`src/rtl/dac_spi_multi.sv`:
```
// Multi-channel serial DAC driver: shifts one word per enabled channel MSB first
// and strobes LDAC_N after each frame or once after the last frame.
module dac_spi_multi #(
  parameter int DATA_W  = 16,
  parameter int N_CH    = 4,
  parameter int CLK_DIV = 4,
  parameter int T_CSH   = 2,
  parameter int T_LS    = 4,
  parameter int T_LD    = 7
) (
  input  logic                       clk,
  input  logic                       rst_n,
  input  logic                       enable,
  input  logic                       start,
  input  logic                       sync_mode,
  input  logic [N_CH-1:0]            ch_mask,
  input  logic [N_CH*DATA_W-1:0]     data,
  output logic                       busy,
  output logic                       done,
  output logic [$clog2(N_CH)-1:0]    ch_idx,
  output logic                       sck,
  output logic                       cs_n,
  output logic                       sdi,
  output logic                       ldac_n
);

  localparam int IW   = $clog2(N_CH);
  localparam int BW   = $clog2(DATA_W);
  localparam int M1   = (CLK_DIV > T_CSH) ? CLK_DIV : T_CSH;
  localparam int M2   = (T_LS > T_LD) ? T_LS : T_LD;
  localparam int CMAX = (M1 > M2) ? M1 : M2;
  localparam int CW   = $clog2(CMAX + 1);

  localparam logic [CW-1:0] C_DIV = CW'(CLK_DIV - 1);
  localparam logic [CW-1:0] C_CSH = CW'(T_CSH - 1);
  localparam logic [CW-1:0] C_LS  = CW'(T_LS - 1);
  localparam logic [CW-1:0] C_LD  = CW'(T_LD - 1);
  localparam logic [CW-1:0] C_MAX = CW'(CMAX);
  localparam logic [BW-1:0] B_LAST = BW'(DATA_W - 1);

  localparam logic [2:0] S_IDLE  = 3'd0;
  localparam logic [2:0] S_SEL   = 3'd1;
  localparam logic [2:0] S_SHIFT = 3'd2;
  localparam logic [2:0] S_CSH   = 3'd3;
  localparam logic [2:0] S_LS    = 3'd4;
  localparam logic [2:0] S_LD    = 3'd5;
  localparam logic [2:0] S_DONE  = 3'd6;

  logic [2:0]             r_state;
  logic [N_CH*DATA_W-1:0] r_data;
  logic [N_CH-1:0]        r_pend;
  logic                   r_sync;
  logic [DATA_W-1:0]      r_shift;
  logic [BW-1:0]          r_bits;
  logic [CW-1:0]          r_cnt;
  logic [CW-1:0]          r_since;

  logic                   w_found;
  logic [IW-1:0]          w_idx;
  logic [DATA_W-1:0]      w_word;

  always_comb begin
    w_found = 1'b0;
    w_idx   = '0;
    for (int unsigned i = 0; i < N_CH; i++) begin
      if (r_pend[i] && !w_found) begin
        w_found = 1'b1;
        w_idx   = IW'(i);
      end
    end
  end

  assign w_word = r_data[w_idx*DATA_W +: DATA_W];

  always_ff @(posedge clk or negedge rst_n) begin
    if (!rst_n) begin
      r_state <= S_IDLE;
      r_data  <= '0;
      r_pend  <= '0;
      r_sync  <= 1'b0;
      r_shift <= '0;
      r_bits  <= '0;
      r_cnt   <= '0;
      r_since <= '0;
      busy    <= 1'b0;
      done    <= 1'b0;
      ch_idx  <= '0;
      sck     <= 1'b0;
      cs_n    <= 1'b1;
      sdi     <= 1'b0;
      ldac_n  <= 1'b1;
    end else if (!enable) begin
      r_state <= S_IDLE;
      r_pend  <= '0;
      r_cnt   <= '0;
      r_since <= '0;
      busy    <= 1'b0;
      done    <= 1'b0;
      ch_idx  <= '0;
      sck     <= 1'b0;
      cs_n    <= 1'b1;
      sdi     <= 1'b0;
      ldac_n  <= 1'b1;
    end else begin
      // r_since runs from CS_N rising through CSH/SEL/LS so CSH time counts toward T_LS
      if (r_since != C_MAX) r_since <= r_since + CW'(1);
      case (r_state)
        S_IDLE: begin
          if (start) begin
            r_data <= data;
            r_pend <= ch_mask;
            r_sync <= sync_mode;
            busy   <= 1'b1;
            if (ch_mask == '0) begin
              done    <= 1'b1;
              r_state <= S_DONE;
            end else begin
              r_state <= S_SEL;
            end
          end
        end
        S_SEL: begin
          if (w_found) begin
            ch_idx        <= w_idx;
            r_pend[w_idx] <= 1'b0;
            r_shift       <= w_word;
            sdi           <= w_word[DATA_W-1];
            cs_n          <= 1'b0;
            sck           <= 1'b0;
            r_cnt         <= '0;
            r_bits        <= '0;
            r_state       <= S_SHIFT;
          end else if (r_sync) begin
            r_state <= S_LS;
          end else begin
            done    <= 1'b1;
            r_state <= S_DONE;
          end
        end
        S_SHIFT: begin
          if (r_cnt == C_DIV) begin
            r_cnt <= '0;
            sck   <= ~sck;
            if (sck) begin
              if (r_bits == B_LAST) begin
                cs_n    <= 1'b1;
                sdi     <= 1'b0;
                r_since <= '0;
                r_state <= S_CSH;
              end else begin
                r_bits  <= r_bits + BW'(1);
                r_shift <= {r_shift[DATA_W-2:0], 1'b0};
                sdi     <= r_shift[DATA_W-2];
              end
            end
          end else begin
            r_cnt <= r_cnt + CW'(1);
          end
        end
        S_CSH: begin
          if (r_since >= C_CSH) r_state <= r_sync ? S_SEL : S_LS;
        end
        S_LS: begin
          if (r_since >= C_LS) begin
            ldac_n  <= 1'b0;
            r_cnt   <= '0;
            r_state <= S_LD;
          end
        end
        S_LD: begin
          if (r_cnt == C_LD) begin
            ldac_n <= 1'b1;
            if (r_sync) begin
              done    <= 1'b1;
              r_state <= S_DONE;
            end else begin
              r_state <= S_SEL;
            end
          end else begin
            r_cnt <= r_cnt + CW'(1);
          end
        end
        S_DONE: begin
          done    <= 1'b0;
          busy    <= 1'b0;
          ch_idx  <= '0;
          r_state <= S_IDLE;
        end
        default: r_state <= S_IDLE;
      endcase
    end
  end

endmodule

```
`config.mk`:
```
export PLATFORM = sky130hd
export DESIGN_NAME = dac_spi_multi
export DESIGN_NICKNAME = d
export VERILOG_FILES = /design/src/rtl/dac_spi_multi.sv
export SDC_FILE = /design/constraint.sdc
export NUM_CORES = 1
export LEC_CHECK = 0
export ABC_CLOCK_PERIOD_IN_PS = 4700
export BUFFER_PORTS_ARGS = -buffer_cell sky130_fd_sc_hd__buf_4
export CORE_UTILIZATION = 32
export DETAILED_ROUTE_END_ITERATION = 12
export PLACE_DENSITY = 0.49
export SETUP_SLACK_MARGIN = 0.5
export SYNTH_ARGS = -nofsm -noshare
export SYNTH_HDL_FRONTEND = slang
export SYNTH_SLANG_ARGS = --single-unit
export TNS_END_PERCENT = 30
```
`constraint.sdc`:
```
create_clock -name clk -period 4.7 [get_ports clk]
set_clock_uncertainty 0.2 [all_clocks]
set_input_delay 0.94 -clock clk [delete_from_list [all_inputs] [get_ports clk]]
set_output_delay 0.94 -clock clk [all_outputs]
set_load 0.005 [all_outputs]
```
### Word level (Yosys, flattened, before mapping)

Index checks and enable logic that the tools add are counted.

| storage, ports and cells | value |
|---|---|
| bits in registers | 105 |
| latch bits | 0 |
| bits in writable memories | 0 |
| ROM bits | 0 |
| input port bits | 73 |
| output and inout port bits | 8 |
| word-level logic and storage cells | 164 |
| memories | 0 |

| operators by class | value |
|---|---|
| $add $sub $neg | 3 |
| multipliers | 0 |
| divide/modulo/power cells | 0 |
| $lt $le $gt $ge | 4 |
| equal/unequal tests | 34 |
| shift-type cells | 1 |
| mux-type cells | 82 |
| bitwise logic cells | 3 |
| reductions and logical operators | 22 |

Operator list:

| operator | number |
|---|---|
| 2-to-1 mux 3 bit | 23 |
| indexed part select 64 x 7 -> 16 bit | 1 |
| 2-to-1 mux 15 bit | 4 |
| != test 3 bit (second input constant) | 14 |
| 2-to-1 mux 1 bit | 30 |
| one-hot mux 15 bit (2 select lines) | 1 |
| 2-to-1 mux 4 bit | 7 |
| one-hot mux 3 bit (6 select lines) | 1 |
| one-hot mux 4 bit (2 select lines) | 2 |
| != test 3 x 1 -> 1 bit (second input constant) | 5 |
| AND reduction 7 bit | 2 |
| equality test 3 bit (second input constant) | 4 |
| one-hot mux 3 bit (4 select lines) | 1 |
| AND reduction 3 bit | 4 |
| 2-to-1 mux 2 bit | 5 |
| != test 5 x 1 -> 1 bit (second input constant) | 2 |
| one-hot mux 1 bit (2 select lines) | 5 |
| equality test 3 x 2 -> 1 bit (second input constant) | 3 |
| != test 2 bit (second input constant) | 4 |
| AND reduction 4 bit | 2 |
| adder 3 x 1 -> 3 bit (second input constant) | 2 |
| AND reduction 6 bit | 1 |
| AND reduction 5 bit | 1 |
| adder 4 x 1 -> 4 bit (second input constant) | 1 |
| other kinds (18) | 24 |

### Depth between registers and ports, before layout

| logic depth | value |
|---|---|
| word-level depth | 19 |
| gate-level depth with buffers | 9 |
| mapped depth without buffers | 6 |

### Least setup slack after synthesis

Ideal clock, no wire load.

| timing path | value |
|---|---|
| kind | input -> register |
| start | input port enable |
| end | register r_data[38] |
| library setup time | 0.125 ns |
| data arrival time | 2.066 ns |
| data required time | 4.375 ns |
| path slack | 2.309 ns |
| stages | 6 |
| path buffers | 3 |
| cell sequence | nor2b_4 > and3_1 > buf_2 > buf_4 > buf_4 > mux2_2 |

| between the ends | value |
|---|---|
| longest elaborated chain between the ends | 1 |

RTL lines:

| element | RTL line | text |
|---|---|---|
| start: declaration | 13 | `input logic enable,` |
| AND reduction 3 bit (no source line) | -- |  |
| end signal: assignment | 110 | `r_data <= data;` |
| end: declaration | 50 | `logic [N_CH*DATA_W-1:0] r_data;` |

Every way passes these cells.
A chain may end at the register's enable or synchronous reset.

### Final worst setup path

| timing path | value |
|---|---|
| start | input port enable |
| end | register r_data[63] |

Same word-level chain as after synthesis.

==> run_results.csv <==
group,metric,value,unit
critical_path,cp-start-kind,"primary input",
clock_tree,cts_resized,0,
clock_tree,post_cts_buffers,0,
yosys,yosys_warnings,0,
sta,setup_viol,0,
yosys,synth_simple_gate_area_share,9.432,%
cells_and_area,antenna_cells,0,
routing,routed_wl,13280,um
power,irDropWorstVdd,248.4,uV
yosys,synth_compound_area_share,19.29,%
routing,drc,0,
floorplan,rows,46,
yosys,synth_common_cells,"dfrtp_1 (103), mux2_2 (66), o21ai_0 (45), nor2_1 (28), a21oi_1 (23)",
cells_and_area,stdcell_area,6385,um2
floorplan,num_io_pins,81,
placement,dpl.hpwl,9260,um
clock_tree,cts_buffer_depth,2,
run,drv_cap,0,
sta,period_minus_slack,2.984,ns
clock_tree,clkTransAtPathRegs,0.07,ns
yosys,synthDistinctLibCells,63,
global_routing,grt_max_degree,62,
clock_tree,clock_latency,0.35,ns
global_routing,grt_pass1_vias,3981,
critical_path,cp-end-kind,"register",
routing,dr.pass1.iters,4,
floorplan,fp.dieH,130.8,um
yosys,synth_area_per_cell,11.24,um2
yosys,async_flop_share,100.0,%
yosys,synth_top_area_share,48.57,%
clock_tree,htreeDepth,3,
sta,grt_setup_unrepaired,"no",
sta,setup_tns,0,ns
yosys,ys_ff_latch,105,
critical_path,cp.arrival,3.02,ns
global_routing,antenna_found_initial,0,
yosys,synth_ff_type,"dfrtp_1",
clock_tree,clock-sinks,105,
placement,dpl_cell_area,6008,um2
sta,finalMaxSlewViolations,0,
placement,routabilityCongestion,0.7655,
clock_tree,cts_tree,"yes",
yosys,synth_top_family_by_area,"compound AO/OA/AOI/OAI gates",
critical_path,cp_max_fo,46,
routing,drtAntennaViolNets,0,
status,status,"finished clean",
power,p_leak,2.717,nW
min_path,hp-class,"reg -> reg",
cells_and_area,fin_nets,610,
critical_path,cp.required,4.73,ns
floorplan,core,16060,um2
yosys,synthAdderAreaFrac,1.651,%
yosys,synth-edff-count,0,
yosys,yosysTopAreaCell,"dfrtp_1",
sta,max_slew.worst_pin.slew,1.059,ns
yosys,syn_inst,472,
routing,vias,3899,
routing,drt-wirelength-per-cell,17.68,um
floorplan,die_x,130.8,um
cells_and_area,post_route_cells_drive_above_1_share,33.46,%
routing,initialDrtViolationCount,168,
global_routing,gr-total-overflow,0,
yosys,syn-num-nets,552,
cells_and_area,syn_to_final_growth,20.33,%
clock_tree,root_buffer,"clkbuf_16",
cells_and_area,finalCoreUtilization,39.76,%
global_routing,grtUsageTotal,16.42,%
clock_tree,cts_made_buffers,9,
floorplan,dieArea,17100,um2
critical_path,criticalPathCategory,"in -> reg",
global_routing,grt_pass1_wl,21190,um
yosys,synth.most_common_cell,"dfrtp_1",
yosys,yosysSeqAreaShare,49.56,%
power,power_density,584.2,nW/um2
sta,finalHoldViolCount,0,
routing,vias_per_cell,5.192,
yosys,synthTopCellsByArea,"dfrtp_1 (49%), mux2_2 (14%), o21ai_0 (4.2%)",
yosys,synthMuxAreaShare,15.04,%
floorplan,start_util,33.05,%
sta,relSlewSlack,29.24,%
yosys,synthXorXnorAreaFrac,0.1651,%
clock_tree,cts-hold-fix-buffers,0,
sta,fin_crit_sh,63.49,%
placement,io_buffers,80,
sta,fmax,0.3351,GHz
yosys,syn_area,5306,um2
-- cell type report --
class,count,area (um2)
Sequential cell,105,2630
Tap cell,216,270.3
Inverter,10,37.54
Multi-Input combinational cell,319,2420
Clock inverter,6,137.6
Fill cell,1580,9673
Timing Repair Buffer,85,650.6
Clock buffer,10,239.0
-- critical path: stages --
cell and delay, ns:
buf_4 0.29, nor2b_4 0.42, and3_2 0.63, buf_12 0.33, mux2_2 0.37
-- cell usage in the layout (no fill, tap or decap), types with 14 or more instances in the layout --
master,count
mux2_2,66
buf_4,84
o21ai_0,45
dfrtp_1,103
o211ai_1,17
a21oi_1,23
nand2_1,17
nor2_1,28
a22oi_1,14
a22o_1,16
-- per-layer routing --
layer	vias up	global-route usage [%]	routed length [um]
met3	12	2.524	472
met1	1947	22.78	6297
met4	0	6.356	206
li1	1860	-	-
met2	80	25.80	6299
met5	-	0	0
-- per-stage QoR --
stage | power (W) | hold slack, ns | setup slack [ns] | instances
after floorplan | 0.002457 | 0.2606 | 2.309 | 472
after global placement | 0.002783 | 0.2734 | 1.405 | 735
after detailed placement | 0.002815 | 0.2843 | 1.356 | 735
after CTS | 0.003773 | 0.3008 | 1.731 | 751
after global routing | 0.003975 | 0.3110 | 1.560 | 751
final | 0.003730 | 0.2859 | 1.716 | 751
-- path summary, 6_finish.rpt --
kind | from | endpoint | cells past startpoint | slack [ns]
hold / removal | done$_DFFE_PN0P_ | done$_DFFE_PN0P_ | 2 | 0.29
min in group asynchronous | rst_n | r_cnt[0]$_DFFE_PN0P_ | 1 | 0.45
hold reg to reg | done$_DFFE_PN0P_ | done$_DFFE_PN0P_ | 2 | 0.29
max in group asynchronous | rst_n | r_data[32]$_DFFE_PN0P_ | 2 | 2.95
setup / recovery | enable | r_data[63]$_DFFE_PN0P_ | 5 | 1.72
setup reg to reg | r_pend[2]$_DFFE_PN0P_ | r_bits[0]$_DFFE_PN0P_ | 4 | 1.85
-- where the power goes --
part | switching [W] | internal [W]
sequential | 0.000306 | 0.00129
combinational | 0.000568 | 0.000626
clock | 0.000345 | 0.000592
-- logic make-up (layout without fill, tap and decap cells) --
| family | Yosys count | in the layout |
|---|---|---|
| AOI/OAI and AO/OA | 146 | 146 |
| DFF | 105 | 105 |
| and+or+nand+nor | 94 | 94 |
| muxes | 71 | 71 |
| buffers and inverters | 48 | 111 |
| adders and majority gates | 7 | 7 |
| xor gates and xnor gates | 1 | 1 |
-- registers in the layout (all words and copies together) (netlist names) --
| register | flops |
|---|---|
| r_pend | 4 |
| r_cnt | 3 |
| r_shift | 15 |
| ldac_n | 1 |
| sdi | 1 |
| done | 1 |
| sck | 1 |
| r_since | 3 |
| r_data | 64 |
| r_bits | 4 |
| busy | 1 |
| ch_idx | 2 |
| r_sync | 1 |
| r_state | 3 |
| cs_n | 1 |
Power figures use the tool's default switching activity.
